### src/rtl/mtr_pkg.sv
`default_nettype none
// ============================================================================
//  mtr_pkg - shared types and defaults for the mtr_drv H-bridge PWM driver
//  Rev 1.0 - initial release
// ============================================================================
package mtr_pkg;

    typedef enum logic [1:0] {
        BRAKE = 2'd0,
        DEAD  = 2'd1,
        RUN   = 2'd2
    } mtr_state_t;

    localparam int PWM_W_DEF    = 10;
    localparam int DEAD_CYC_DEF = 32;

endpackage
`default_nettype wire

### src/rtl/mtr_drv_if.sv
`default_nettype none
// ============================================================================
//  mtr_drv_if - run enable, signed motor commands and bridge drive outputs
//  Rev 1.0 - initial release
// ============================================================================
interface mtr_drv_if #(
    parameter int PWM_W = 10
);
    logic                go;
    logic signed [PWM_W:0] lft_reg;
    logic signed [PWM_W:0] rht_reg;
    logic                fwd_lft;
    logic                rev_lft;
    logic                fwd_rht;
    logic                rev_rht;

    modport master (
        output go, lft_reg, rht_reg,
        input  fwd_lft, rev_lft, fwd_rht, rev_rht
    );

    modport slave (
        input  go, lft_reg, rht_reg,
        output fwd_lft, rev_lft, fwd_rht, rev_rht
    );
endinterface
`default_nettype wire

### src/rtl/mtr_chan.sv
`default_nettype none
// ============================================================================
//  mtr_chan - one H-bridge side: shadow regs, BRAKE/DEAD/RUN FSM, drive flops
//  Optional MTR_DEADTIME_EN inserts DEAD on start-up and direction reversal.
//  Rev 1.0 - initial release
// ============================================================================
module mtr_chan
    import mtr_pkg::*;
#(
    parameter int PWM_W    = PWM_W_DEF,
    parameter int DEAD_CYC = DEAD_CYC_DEF
) (
    input  wire logic             clk,
    input  wire logic             rst_n,
    input  wire logic [PWM_W-1:0] i_cnt,
    input  wire logic             i_bnd,
    input  wire logic             i_go,
    input  wire logic [PWM_W:0]   i_cmd,
    output logic                  o_fwd,
    output logic                  o_rev
);

    localparam logic [PWM_W:0] c_ONE = {{PWM_W{1'b0}}, 1'b1};

    mtr_state_t       r_state;
    mtr_state_t       w_state_nxt;
    logic [PWM_W-1:0] r_mag;
    logic             r_dir;
    logic [PWM_W-1:0] w_mag_in;
    logic [PWM_W:0]   w_neg;
    logic             w_new_dir;
    logic             w_pwm;
    logic             w_fwd_nxt;
    logic             w_rev_nxt;
    logic             w_dead_done;

    assign w_new_dir = i_cmd[PWM_W];
    assign w_pwm     = (i_cnt < r_mag);

    // Only the most negative command overflows the negation; clamp it to full scale.
    always_comb begin
        w_neg    = (~i_cmd) + c_ONE;
        w_mag_in = i_cmd[PWM_W-1:0];
        if (i_cmd[PWM_W]) begin
            w_mag_in = w_neg[PWM_W] ? {PWM_W{1'b1}} : w_neg[PWM_W-1:0];
        end
    end

`ifdef MTR_DEADTIME_EN
    localparam int              c_DW        = $clog2(DEAD_CYC + 1);
    localparam logic [c_DW-1:0] c_DEAD_LAST = c_DW'(DEAD_CYC - 1);
    localparam logic [c_DW-1:0] c_DONE_ONE  = c_DW'(1);

    logic [c_DW-1:0] r_dead_cnt;

    always_ff @(posedge clk or negedge rst_n) begin
        if (!rst_n) begin
            r_dead_cnt <= '0;
        end else if (r_state == DEAD) begin
            r_dead_cnt <= r_dead_cnt + c_DONE_ONE;
        end else begin
            r_dead_cnt <= '0;
        end
    end

    assign w_dead_done = (r_dead_cnt == c_DEAD_LAST);
`else
    assign w_dead_done = 1'b1;
`endif

    always_ff @(posedge clk or negedge rst_n) begin
        if (!rst_n) begin
            r_state <= BRAKE;
            r_mag   <= '0;
            r_dir   <= 1'b0;
            o_fwd   <= 1'b0;
            o_rev   <= 1'b0;
        end else begin
            r_state <= w_state_nxt;
            o_fwd   <= w_fwd_nxt;
            o_rev   <= w_rev_nxt;
            if (i_bnd) begin
                r_mag <= w_mag_in;
                r_dir <= w_new_dir;
            end
        end
    end

    // Dropping go brakes immediately and wins over any boundary event.
    always_comb begin
        w_state_nxt = r_state;
        w_fwd_nxt   = 1'b0;
        w_rev_nxt   = 1'b0;
        if (!i_go) begin
            w_state_nxt = BRAKE;
            w_fwd_nxt   = 1'b1;
            w_rev_nxt   = 1'b1;
        end else begin
            case (r_state)
                BRAKE: begin
                    w_fwd_nxt = 1'b1;
                    w_rev_nxt = 1'b1;
                    if (i_bnd) begin
`ifdef MTR_DEADTIME_EN
                        w_state_nxt = DEAD;
`else
                        w_state_nxt = RUN;
`endif
                    end
                end
                RUN: begin
                    w_fwd_nxt = w_pwm & ~r_dir;
                    w_rev_nxt = w_pwm &  r_dir;
`ifdef MTR_DEADTIME_EN
                    if (i_bnd && (w_new_dir != r_dir)) begin
                        w_state_nxt = DEAD;
                    end
`endif
                end
                DEAD: begin
                    if (w_dead_done) begin
                        w_state_nxt = RUN;
                    end
                end
                default: begin
                    w_state_nxt = BRAKE;
                end
            endcase
        end
    end

endmodule
`default_nettype wire

### src/rtl/mtr_drv.sv
`default_nettype none
// ============================================================================
//  mtr_drv - sign-magnitude PWM drive for two H-bridges from signed commands
//  Build option: MTR_DEADTIME_EN (dead time on start-up and reversal)
//  Rev 1.0 - initial release
// ============================================================================
module mtr_drv
    import mtr_pkg::*;
#(
    parameter int PWM_W    = PWM_W_DEF,
    parameter int DEAD_CYC = DEAD_CYC_DEF
) (
    input  wire logic   clk,
    input  wire logic   rst_n,
    mtr_drv_if.slave    bus
);

    localparam logic [PWM_W-1:0] c_CNT_ONE = {{(PWM_W-1){1'b0}}, 1'b1};

    logic [PWM_W-1:0] r_cnt;
    logic             w_bnd;

    always_ff @(posedge clk or negedge rst_n) begin
        if (!rst_n) begin
            r_cnt <= '0;
        end else begin
            r_cnt <= r_cnt + c_CNT_ONE;
        end
    end

    // Last count of the period: shadows reload and FSMs may change mode here.
    assign w_bnd = &r_cnt;

    mtr_chan #(
        .PWM_W    (PWM_W),
        .DEAD_CYC (DEAD_CYC)
    ) u_lft (
        .clk   (clk),
        .rst_n (rst_n),
        .i_cnt (r_cnt),
        .i_bnd (w_bnd),
        .i_go  (bus.go),
        .i_cmd (bus.lft_reg),
        .o_fwd (bus.fwd_lft),
        .o_rev (bus.rev_lft)
    );

    mtr_chan #(
        .PWM_W    (PWM_W),
        .DEAD_CYC (DEAD_CYC)
    ) u_rht (
        .clk   (clk),
        .rst_n (rst_n),
        .i_cnt (r_cnt),
        .i_bnd (w_bnd),
        .i_go  (bus.go),
        .i_cmd (bus.rht_reg),
        .o_fwd (bus.fwd_rht),
        .o_rev (bus.rev_rht)
    );

endmodule
`default_nettype wire
### src/flat_wrapper.sv
// flat-port wrapper written by rule: the top's interface ports become plain ports
module mtr_drv_flat import mtr_pkg::*;
#(
    parameter int PWM_W    = PWM_W_DEF,
    parameter int DEAD_CYC = DEAD_CYC_DEF
)
  (clk, rst_n, bus_go, bus_lft_reg, bus_rht_reg, bus_fwd_lft, bus_rev_lft, bus_fwd_rht, bus_rev_rht);
  mtr_drv_if #(.PWM_W(PWM_W)) bus_i ();
  input  wire logic clk;
  input  wire logic rst_n;
  input wire logic [$bits(bus_i.go)-1:0] bus_go;
  input wire logic [$bits(bus_i.lft_reg)-1:0] bus_lft_reg;
  input wire logic [$bits(bus_i.rht_reg)-1:0] bus_rht_reg;
  output wire logic [$bits(bus_i.fwd_lft)-1:0] bus_fwd_lft;
  output wire logic [$bits(bus_i.rev_lft)-1:0] bus_rev_lft;
  output wire logic [$bits(bus_i.fwd_rht)-1:0] bus_fwd_rht;
  output wire logic [$bits(bus_i.rev_rht)-1:0] bus_rev_rht;
  assign bus_i.go = bus_go;
  assign bus_i.lft_reg = bus_lft_reg;
  assign bus_i.rht_reg = bus_rht_reg;
  assign bus_fwd_lft = bus_i.fwd_lft;
  assign bus_rev_lft = bus_i.rev_lft;
  assign bus_fwd_rht = bus_i.fwd_rht;
  assign bus_rev_rht = bus_i.rev_rht;
  mtr_drv #(.PWM_W(PWM_W), .DEAD_CYC(DEAD_CYC)) u_core (.clk(clk), .rst_n(rst_n), .bus(bus_i));
endmodule
### config.mk
export PLATFORM = sky130hd
export DESIGN_NAME = mtr_drv_flat
export DESIGN_NICKNAME = d
export VERILOG_FILES = /design/src/rtl/mtr_pkg.sv /design/src/rtl/mtr_drv_if.sv /design/src/rtl/mtr_chan.sv /design/src/rtl/mtr_drv.sv /design/src/flat_wrapper.sv
export SDC_FILE = /design/constraint.sdc
export NUM_CORES = 1
export LEC_CHECK = 0
export ABC_AREA = 0
export ABC_CLOCK_PERIOD_IN_PS = 2000
export BUFFER_PORTS_ARGS = -buffer_cell sky130_fd_sc_hd__buf_2
export CAP_MARGIN = 15
export CORE_ASPECT_RATIO = 1.75
export CORE_UTILIZATION = 39
export CTS_CLUSTER_DIAMETER = 60
export DETAILED_ROUTE_END_ITERATION = 16
export PLACE_DENSITY = 0.56
export SLEW_MARGIN = 30
export SYNTH_ARGS = -nofsm -noshare
export SYNTH_HDL_FRONTEND = slang
export SYNTH_SLANG_ARGS = --single-unit
### constraint.sdc
create_clock -name clk -period 2 [get_ports clk]
set_input_delay 0.4 -clock clk [delete_from_list [all_inputs] [get_ports clk]]
set_output_delay 0.4 -clock clk [all_outputs]
set_load 0.1 [all_outputs]
* Yosys cells after proc, flatten, opt, wreduce, memory -nomap -nowiden
Cells that the tools add are included.
** Storage, ports and cells
- Bits of input ports :: 25
- Word-level logic and storage cells :: 54
- Output and inout port bits :: 4
- Flip-flop bits (word level) :: 40
** Cells by class
- $add $sub $neg :: 3
- Equal/unequal tests :: 8
- Multiplexer cells :: 17
- Reductions and logical operators :: 5
- Order comparisons :: 2
- Bitwise gates (word level) :: 8
** Operator list (count)
- $mux W10 :: 4
- $add A11 B1 Y11 const B :: 2
- $not A11 Y11 :: 2
- $lt A10 B10 Y1 :: 2
- $pmux W2 S3 :: 2
- $add A10 B1 Y10 const B :: 1
- $reduce_and A10 Y1 :: 1
- $pmux W1 S2 :: 4
- $mux W2 :: 3
- $ne A3 B3 Y1 const B :: 2
- $and A1 B1 Y1 :: 4
- $eq A2 B1 Y1 const B :: 2
- $eq A2 B2 Y1 const B :: 2
- $logic_not A2 Y1 :: 2
- $mux W1 :: 4
- $ne A2 B2 Y1 const B :: 2
- $reduce_and A2 Y1 :: 2
- $not A1 Y1 :: 2

* Longest topological paths before layout
- Word-level depth :: 4
- Gate-level depth with buffers :: 7
- Depth with buffers taken out :: 6

* Hierarchy
From an unflattened synthesis, not the netlist that was laid out.
** Unflattened totals
- Cells, all modules :: 249
- Area, all modules :: 2388.5 µm²
** Modules (own cells, without submodules)
- mtr_chan :: cells each 107, sequential area each 350.3 µm², area an instance 979.7 µm², instances 2
- mtr_drv :: cells each 35, sequential area each 250.2 µm², area an instance 429.2 µm², instances 1

* Worst setup path after synthesis
Ideal clock, no wire load.
- Path kind :: input to register
- From :: input bus_rht_reg[4]
- To :: register u_core.u_rht.r_mag[9]
- Path buffers :: 0
- Arrival :: 1.367 ns
- Cell stages on the path :: 5
- Path slack :: 0.494 ns
- Setup time :: 0.139 ns
- Cell sequence :: nor4_4 nand2b_1 o41ai_2 xor2_1 a22oi_1
** Between the ends
- Cells in the longest elaborated chain, start to end :: 4
** Ends and longest elaborated chain
- start: declaration :: line flat_wrapper.sv:13 : input wire logic [$bits(bus_i.rht_reg)-1:0] bus_rht_reg;
- $not A11 Y11 :: line mtr_chan.sv:42 : w_neg = (~i_cmd) + c_ONE;
- $add A11 B1 Y11 :: line mtr_chan.sv:42
- $mux W10 :: line mtr_chan.sv:45 : w_mag_in = w_neg[PWM_W] ? {PWM_W{1'b1}} : w_neg[PWM_W-1:0];
- $mux W10 :: line mtr_chan.sv:44 : if (i_cmd[PWM_W]) begin
- end signal: assignment :: line mtr_chan.sv:83 : r_mag <= w_mag_in;
- end: declaration :: line mtr_chan.sv:27 : logic [PWM_W-1:0] r_mag;
Every way passes these cells.
A chain may end at the register's enable or synchronous reset.

* Worst setup path in the final report
- From :: register u_core.r_cnt[1]
- To :: register u_core.u_lft.r_mag[5]
** Between the ends
- Cells in the longest elaborated chain, start to end :: 1
** Ends and longest elaborated chain
- start: declaration :: line mtr_drv.sv:20 : logic [PWM_W-1:0] r_cnt;
- start signal: assignment :: line mtr_drv.sv:27 : r_cnt <= r_cnt + c_CNT_ONE;
- $reduce_and A10 Y1 :: line mtr_drv.sv:32 : assign w_bnd = &r_cnt;
- end signal: assignment :: line mtr_chan.sv:83
- end: declaration :: line mtr_chan.sv:27
Every way passes these cells.

==> reports/qor.yml <==
status: "finished clean"
fin_cells: 346
port_buffers: 28
switching_power_w: 0.0004030
cp_slowest_cell: "dfrtp_1"
critPathRequiredTime_ns: 2.16
swShare: 0.2448
grt_pass1_vias: 1691
multi_input_area_sq_um: 1226
grt_usage: 0.1666
synth_cells: 232
syn_to_final_growth_pct: 16.92
end_kind: "flop"
rsz0062_at_grt: "false"
placed_cells: 338
nets: 315
rrSetupSlack_ns: 0.25
register_area_sq_um: 950.9
ys_seq_area_frac: 0.4148
fill_cells: 567
min_path_type: "in -> async"
ir_worst_vdd_v: 0.0003569
syn_area_per_cell_sq_um: 9.880
worstPathMaxFanout: 7
path_delay_family: "simple AND/OR/NAND/NOR gates"
crit_path_max_incr_delay_ns: 0.40
synthesis.nets: 278
cts_htree_levels: 2
p_seq_frac: 0.486
fin_setup_tns_ns: 0
min_period_over_period: 0.8774
ys_types: 34
cts_sinks: 38
cts_setup_buffers: 0
arrival_ns: 1.91
ys.flop_type: "dfrtp_1"
slew_headroom: 0.6800
num_rows: 36
vias: 1735
dp_slack_ns: 0.1916
crit_buf_inv: 1
cp_num_cells: 7
ant_nets: 0
p_total_w: 0.001646
path_cells: "ha_1 > nand2_1 > nor2_1 > buf_4 > nand3_1 > nor2_2 > a22oi_1"
drt-wirelength-per-cell_um: 13.14
diodes: 0
drv_slew: 0
startpoint: "u_core.r_cnt[1]"
final.setup.worst_slack_ns: 0.2451
final_common_cell: "dfrtp_1"
setup_violations: 0
core_sq_um: 5630
tightest_slew_ns: 0.4833
synth-seq-cells: 38
drive_gt1_frac: 0.2111
p_leak_nw: 1.285
maxCapViolations: 0
mostFrequentLayoutCells: "38 x dfrtp_1, 28 x buf_2, 25 x inv_1"
holdBufCountCts: 0
min_period_ns: 1.755
cts_resized: 0
r2r_end: "u_core.u_lft.r_mag[5]"
hold_viol: 0
synth-edff-count: 0
fp.dieW_um: 59.95
via_per_inst: 5.014
cts_tree: "yes"
worst-r2r-cell-count: 7
rr_startpoint: "u_core.r_cnt[1]"
power.share.clock: 0.392
cts.clk_slew.worst_paths_ns: 0.07
grt_antenna_before_repair: 0
clockRootBuffer: "clkbuf_8"
crit_end: "u_core.u_lft.r_mag[5]"
syn_area_sq_um: 2292
routed_wl_um: 4547
drc_errors: 0
ys_async_sr_fraction: 1.000
routabilityCongestion: 0.7337
fin_skew_ns: 0.006766
reg_top3: "u_core.r_cnt: 10 flops, u_core.u_lft.r_mag: 10 flops, u_core.u_rht.r_mag: 10 flops"
cp-start-kind: "flop"
numCtsBuffers: 5
max_freq_mhz: 569.8
grt_overflow: 0
first_pass_iters: 5
p_int_w: 0.001243
whs_ns: 0.04942
grt_pass1_wl_um: 7672
pwr-share-comb: 0.122
insertion_delay_ns: 0.29
drtIter0Drc: 25
die_height_um: 103.4
powerDensity_nw_per_um2: 614.2
hpwlAfterDp_um: 3670
start_util: 0.4071
ys_warn_count: 0
grt_start_max_net_pins: 21
cts_buffer_depth: 2
path_class: "reg -> reg"
die-area_sq_um: 6200
io-pin-count: 29
==> final cells by class <==
| cell class | count | area share |
|---|---|---|
| Clock buffer | 5 | 0.02568 |
| Tap cell | 76 | 0.03548 |
| Multi-Input combinational cell | 164 | 0.4575 |
| Clock inverter | 3 | 0.01494 |
| Timing Repair Buffer | 35 | 0.07656 |
| Inverter | 25 | 0.03501 |
| Sequential cell | 38 | 0.3548 |
==> layer usage <==
metal  global-route usage  part of all wire
met1               0.1767              0.40
met2               0.3256              0.56
met3              0.01493             0.020
met4              0.06261             0.016
met5                    0                 0
==> power by group through the flow <==
stage | logic, W | clock network [W] | registers [W]
after CTS | 0.000204 | 0.000664 | 0.000800
after global routing | 0.000230 | 0.000688 | 0.000803
final | 0.000200 | 0.000646 | 0.000800
after detailed placement | 0.000202 | 0 | 0.000816
after floorplan | 0.000114 | 0 | 0.000814
after global placement | 0.000201 | 0 | 0.000815
==> worst min path at each step <==
stage	startpoint	end	slack, ns	depth (start not counted)
after global routing	rst_n	u_core.r_cnt[4]	0.07	1
final	rst_n	u_core.r_cnt[4]	0.05	1
after global placement	rst_n	u_core.u_lft.r_mag[2]	0.37	1
after detailed placement	rst_n	u_core.u_lft.r_mag[2]	0.37	1
after floorplan	rst_n	u_core.r_cnt[0]	0.10	0
after CTS	rst_n	u_core.u_lft.r_mag[1]	0.06	1
==> synthesized netlist by cell type, drive strengths merged (3+ instances only) <==
| cell | count | area, sq um |
|---|---|---|
| a22oi | 11 | 82.58 |
| ha | 21 | 262.8 |
| xnor2 | 8 | 70.07 |
| nor3b | 3 | 22.52 |
| nor2 | 12 | 50.05 |
| inv | 25 | 93.84 |
| a21oi | 9 | 45.04 |
| o41ai | 3 | 33.79 |
| dfrtp | 38 | 950.9 |
| nand3 | 9 | 55.05 |
| clkbuf | 3 | 11.26 |
| a31o | 4 | 35.03 |
| o21ai | 16 | 80.08 |
| xor2 | 14 | 122.6 |
| nand2 | 21 | 78.83 |
| and3 | 3 | 18.77 |
| o22ai | 3 | 18.77 |
| nor3 | 3 | 15.01 |
| nand2b | 5 | 31.28 |
==> through the flow <==
| stage | area (sq um) | utilization |
|---|---|---|
| final | 2680 | 0.4760 |
| after detailed placement | 2571 | 0.4567 |
| after global placement | 2571 | 0.4567 |
| after floorplan | 2292 | - |
| after global routing | 2680 | 0.4760 |
| after CTS | 2680 | 0.4760 |
==> logic make-up (layout without fill, tap and decap cells) <==
kind of cell | after synthesis | after routing | share of synthesized area
AND/OR/NAND/NOR | 64 | 64 | 0.1687
flip-flops | 38 | 38 | 0.4148
XOR/XNOR | 22 | 22 | 0.08406
AO/OA/AOI/OAI | 57 | 57 | 0.1676
adder cells (fa/ha/maj) | 21 | 21 | 0.1146
buffers and inverters | 30 | 68 | 0.05022
Note: power is estimated with default switching activity, not from simulation.
